**config.mk**
```make
export PLATFORM = sky130hd
export DESIGN_NAME = audio_sample_fifo
export DESIGN_NICKNAME = d
export VERILOG_FILES = /design/src/rtl/audio_sample_fifo.sv
export SDC_FILE = /design/constraint.sdc
export NUM_CORES = 1
export LEC_CHECK = 0
export CAP_MARGIN = 20
export CORE_ASPECT_RATIO = 1.25
export CORE_MARGIN = 3
export CORE_UTILIZATION = 25
export CTS_BUF_LIST = sky130_fd_sc_hd__clkbuf_4 sky130_fd_sc_hd__clkbuf_8
export CTS_CLUSTER_DIAMETER = 100
export DETAILED_ROUTE_END_ITERATION = 7
export MAX_ROUTING_LAYER = met4
export PLACE_DENSITY = 0.49
export SETUP_SLACK_MARGIN = 0.2
export SLEW_MARGIN = 20
export SYNTH_ARGS = -nofsm -noshare
export SYNTH_HDL_FRONTEND = slang
export SYNTH_SLANG_ARGS = --single-unit
```
**constraint.sdc**
```tcl
create_clock -name clk -period 6.2 [get_ports clk]
set_clock_uncertainty 0.1 [all_clocks]
set_input_delay 0.62 -clock clk [delete_from_list [all_inputs] [get_ports clk]]
set_output_delay 0.62 -clock clk [all_outputs]
set_load 0.005 [all_outputs]
```
**src/rtl/audio_sample_fifo.sv**
```systemverilog
// Stereo sample elastic buffer: generator pushes pairs, one pair is popped per I2S frame (LRCLK fall).
// Optional underrun counter port/logic enabled by defining AUDIO_FIFO_STATS_EN.
module audio_sample_fifo #(
  parameter int WIDTH      = 24,
  parameter int DEPTH_LOG2 = 4
) (
  input  logic                  clk,
  input  logic                  rst_n,
  input  logic                  in_valid,
  output logic                  in_ready,
  input  logic [WIDTH-1:0]      in_l,
  input  logic [WIDTH-1:0]      in_r,
  input  logic                  lrclk,
  output logic [WIDTH-1:0]      out_l,
  output logic [WIDTH-1:0]      out_r,
  output logic [DEPTH_LOG2:0]   level,
  output logic                  running,
  output logic                  underrun
`ifdef AUDIO_FIFO_STATS_EN
  ,
  output logic [15:0]           underrun_count
`endif
);

  localparam int DEPTH = 1 << DEPTH_LOG2;
  localparam logic [DEPTH_LOG2:0] THRESH = (DEPTH_LOG2+1)'(DEPTH / 2);

  typedef enum logic {FILL, RUN} state_t;
  state_t state;

  logic [2*WIDTH-1:0]  mem [DEPTH];
  logic [DEPTH_LOG2:0] wptr, rptr, wptr_nxt, rptr_nxt;
  logic                s1, s2, s3;
  logic                fs, full, empty, push, pop, ur_evt;

  assign full     = (wptr[DEPTH_LOG2] != rptr[DEPTH_LOG2]) &&
                    (wptr[DEPTH_LOG2-1:0] == rptr[DEPTH_LOG2-1:0]);
  assign empty    = (wptr == rptr);
  assign in_ready = !full;
  assign push     = in_valid && !full;
  assign fs       = s3 && !s2;
  // No bypass: a pair pushed on the strobe cycle is not visible to that strobe.
  assign pop      = (state == RUN) && fs && !empty;
  assign ur_evt   = (state == RUN) && fs && empty;
  assign wptr_nxt = wptr + {{DEPTH_LOG2{1'b0}}, push};
  assign rptr_nxt = rptr + {{DEPTH_LOG2{1'b0}}, pop};
  assign running  = (state == RUN);

  always_ff @(posedge clk or negedge rst_n) begin
    if (!rst_n) begin
      s1 <= 1'b0;
      s2 <= 1'b0;
      s3 <= 1'b0;
    end else begin
      s1 <= lrclk;
      s2 <= s1;
      s3 <= s2;
    end
  end

  always_ff @(posedge clk) begin
    if (push) mem[wptr[DEPTH_LOG2-1:0]] <= {in_l, in_r};
  end

  always_ff @(posedge clk or negedge rst_n) begin
    if (!rst_n) begin
      state    <= FILL;
      wptr     <= '0;
      rptr     <= '0;
      level    <= '0;
      out_l    <= '0;
      out_r    <= '0;
      underrun <= 1'b0;
    end else begin
      wptr     <= wptr_nxt;
      rptr     <= rptr_nxt;
      level    <= wptr_nxt - rptr_nxt;
      underrun <= 1'b0;
      case (state)
        FILL: begin
          out_l <= '0;
          out_r <= '0;
          if (level >= THRESH) state <= RUN;
        end
        RUN: begin
          if (pop) begin
            {out_l, out_r} <= mem[rptr[DEPTH_LOG2-1:0]];
          end else if (ur_evt) begin
            underrun <= 1'b1;
            out_l    <= '0;
            out_r    <= '0;
            state    <= FILL;
          end
        end
      endcase
    end
  end

`ifdef AUDIO_FIFO_STATS_EN
  always_ff @(posedge clk or negedge rst_n) begin
    if (!rst_n) underrun_count <= '0;
    else if (ur_evt && underrun_count != 16'hFFFF) underrun_count <= underrun_count + 16'd1;
  end
`endif

endmodule

```
==> results.cfg <==
[run_status]
status = completed

[sta]
tightestPinTransition_ps = 1085
finalHoldViolCount = 0
slew_viol_final = 0
setup_viol = 0
period_share_pct = 65.94
rsz0062_at_grt = no
max_freq_ghz = 0.2446
tns_ps = 0
min_period_ps = 4088
max_slew_margin_pct = 27.64
hold_ws_ps = 205.3
fin_ws_ps = 2112

[min_path]
min_path_type = in -> reg

[route]
drc_errors = 0
viasPerCell = 4.457
dr.pass1.iters = 5
wl_per_cell_um = 24.05
via_count = 14700
routed_wirelength_um = 79300
drtIter0Drc = 1090
ant_nets = 0

[placement]
dp_slack_ps = 2097
io_buffer_count = 107
postPlaceCellArea_mm2 = 0.03463
dp.final_hpwl_um = 39490
gp_congestion = 0.6832
dpl.cell_count = 3057

[clock_tree]
cts-htree-levels = 3
cts_root_buf = clkbuf_8
cts_tree = done
post_cts_resized = 0
cts_setup_buffers = 0
cts_buffers = 119
clock_path_buffers = 3
clk-insertion-delay-late_ps = 770
cts.sinks = 836
clk_pin_slew_ps = 60

[synthesis]
yosys-top-cells-area = edfxtp_1 73%, mux4_2 14%, dfrtp_1 5.4%
synth_cells = 1379
synth_area_per_cell_um2 = 22.89
seq_area_frac_synth_pct = 78.44
yosysWarnings = 0
syn_area_mm2 = 0.03157
synth_top_cell_by_area = edfxtp_1
synth_nets = 1439
synth-seq-cells = 836
yosysUniqueCellTypes = 33
synth_top_area_share_pct = 73.05

[layout]
syn2layout_area_growth_pct = 17.71
fillers = 12150
final_core_util_pct = 29.69
final_area_mm2 = 0.03716
final_cell_mix = 768 x edfxtp_1, 192 x mux4_2, 134 x clkbuf_8
mostFrequentLayoutCell = edfxtp_1
nNetsFinal = 1622
drive_above_1_share_pct = 29.65
layout.cells.non_filler = 3298

[grt]
grt_pass1_wl_um = 114600
grt.overflow.total = 0
grt_pass1_vias = 16010
track_usage_pct = 12.54
antenna_found_initial = 19
grt_max_degree = 94

[critical_path]
path_class = reg -> reg
crit_fanout = 23
cp-start-kind = flop
endpoint_kind = flop
cp.required_ps = 6720
crit_arrival_ps = 4610

[floorplanning]
fp.coreArea_mm2 = 0.1252
ioPinCount = 108
fp.dieH_um = 403.3
die_w_um = 323.8
rows = 145
die_area_mm2 = 0.1306
start_util_pct = 25.22

[pwr]
internal-power_mw = 11.43
pwr-share-comb_pct = 28.7
clock_power_share_pct = 27.2
p_per_area_mw_per_mm2 = 441.6
leakage_nw = 11.66
switching_share_pct = 30.36
ir_drop_v = 0.0002201
report.power.total_mw = 16.41
p_switching_mw = 4.982
pwr-share-seq_pct = 44.1

[job]
drv_cap = 0
## registers in the layout, summed over array words and instances, names as in the netlist
name	count
out_l	24
s2	1
rptr	5
level	5
wptr	5
s1	1
s3	1
underrun	1
mem	768
running	1
out_r	24
## cells by family (layout without fill, tap and decap cells)
family,after synthesis,after routing,share of synthesized area [%]
compound gates,150,150,4.269
buf+inv,90,377,1.534
fa+ha+maj,9,9,0.3725
mux,192,192,13.70
simple gates,88,88,1.248
other cells,0,15,0
flops,836,836,78.44
xor+xnor,14,14,0.4360
## worst paths after layout
check / startpoint / end / slack (ps) / cells after the start
max in group asynchronous: rst_n / out_l[5] / 4460 / 3
worst min-delay path: lrclk / s1 / 210 / 1
worst min register to register: s1 / s2 / 250 / 0
worst max-delay path: rptr[2] / level[4] / 2110 / 12
worst max register to register: rptr[2] / level[4] / 2110 / 12
min in group asynchronous: rst_n / level[1] / 250 / 2
## synth_stat cells (all sizes together)
| library cell | count |
|---|---|
| a221oi | 48 |
| ha | 7 |
| o21bai | 1 |
| xor2 | 3 |
| a21oi | 3 |
| xnor2 | 10 |
| or4 | 1 |
| nor2b | 2 |
| nor4 | 6 |
| buf | 40 |
| nand2b | 6 |
| and2 | 1 |
| inv | 10 |
| clkbuf | 40 |
| xor3 | 1 |
| nor3 | 11 |
| nand2 | 51 |
| maj3 | 1 |
| a22o | 48 |
| mux4 | 192 |
| fa | 1 |
| nor2 | 4 |
| nand4 | 1 |
| a21boi | 1 |
| nand3 | 5 |
| dfrtp | 68 |
| edfxtp | 768 |
| o21ai | 49 |
## routing by layer
layer	GRT usage, %	part of all wire [%]	up-vias
li1	-	-	6257
met1	14.28	39	7989
met2	21.76	53	332
met3	2.854	5.3	122
met4	4.101	2.4	0
met5	-	0	-
## cell type report
class,count,area (µm²),share of cell area (%)
Inverter,10,37.54,0.1010
Clock buffer,177,2167,5.832
Tap cell,1617,2023,5.444
Antenna cell,15,37.54,0.1010
Timing Repair Buffer,142,1346,3.623
Multi-Input combinational cell,453,6462,17.39
Sequential cell,836,24770,66.66
Clock inverter,48,315.3,0.8485
## worst max-delay path, stage by stage, from the launching register on
cell and delay [ps]:
dfrtp_4 630, xnor2_1 200, nand4_1 240, o21ai_2 860, inv_1 110, ha_1 320, inv_1 70, ha_1 130
inv_1 60, fa_1 430, maj3_1 360, a21oi_1 170, xor3_1 250
## timing repair
action,4_1_cts,5_1_grt
hold buffers,1,0
setup endpoints to repair,0,0
endpoints found under the hold margin,27,0
## power by group through the flow
stage | clock network (mW) | logic [mW] | registers [mW]
detailed placement | 0 | 4.85 | 7.38
finish | 4.47 | 4.70 | 7.24
floorplan | 0 | 3.35 | 7.22
CTS | 4.62 | 4.87 | 7.26
global placement | 0 | 4.82 | 7.34
global route | 4.86 | 5.10 | 7.31
(Power assumes the default switching activity.)
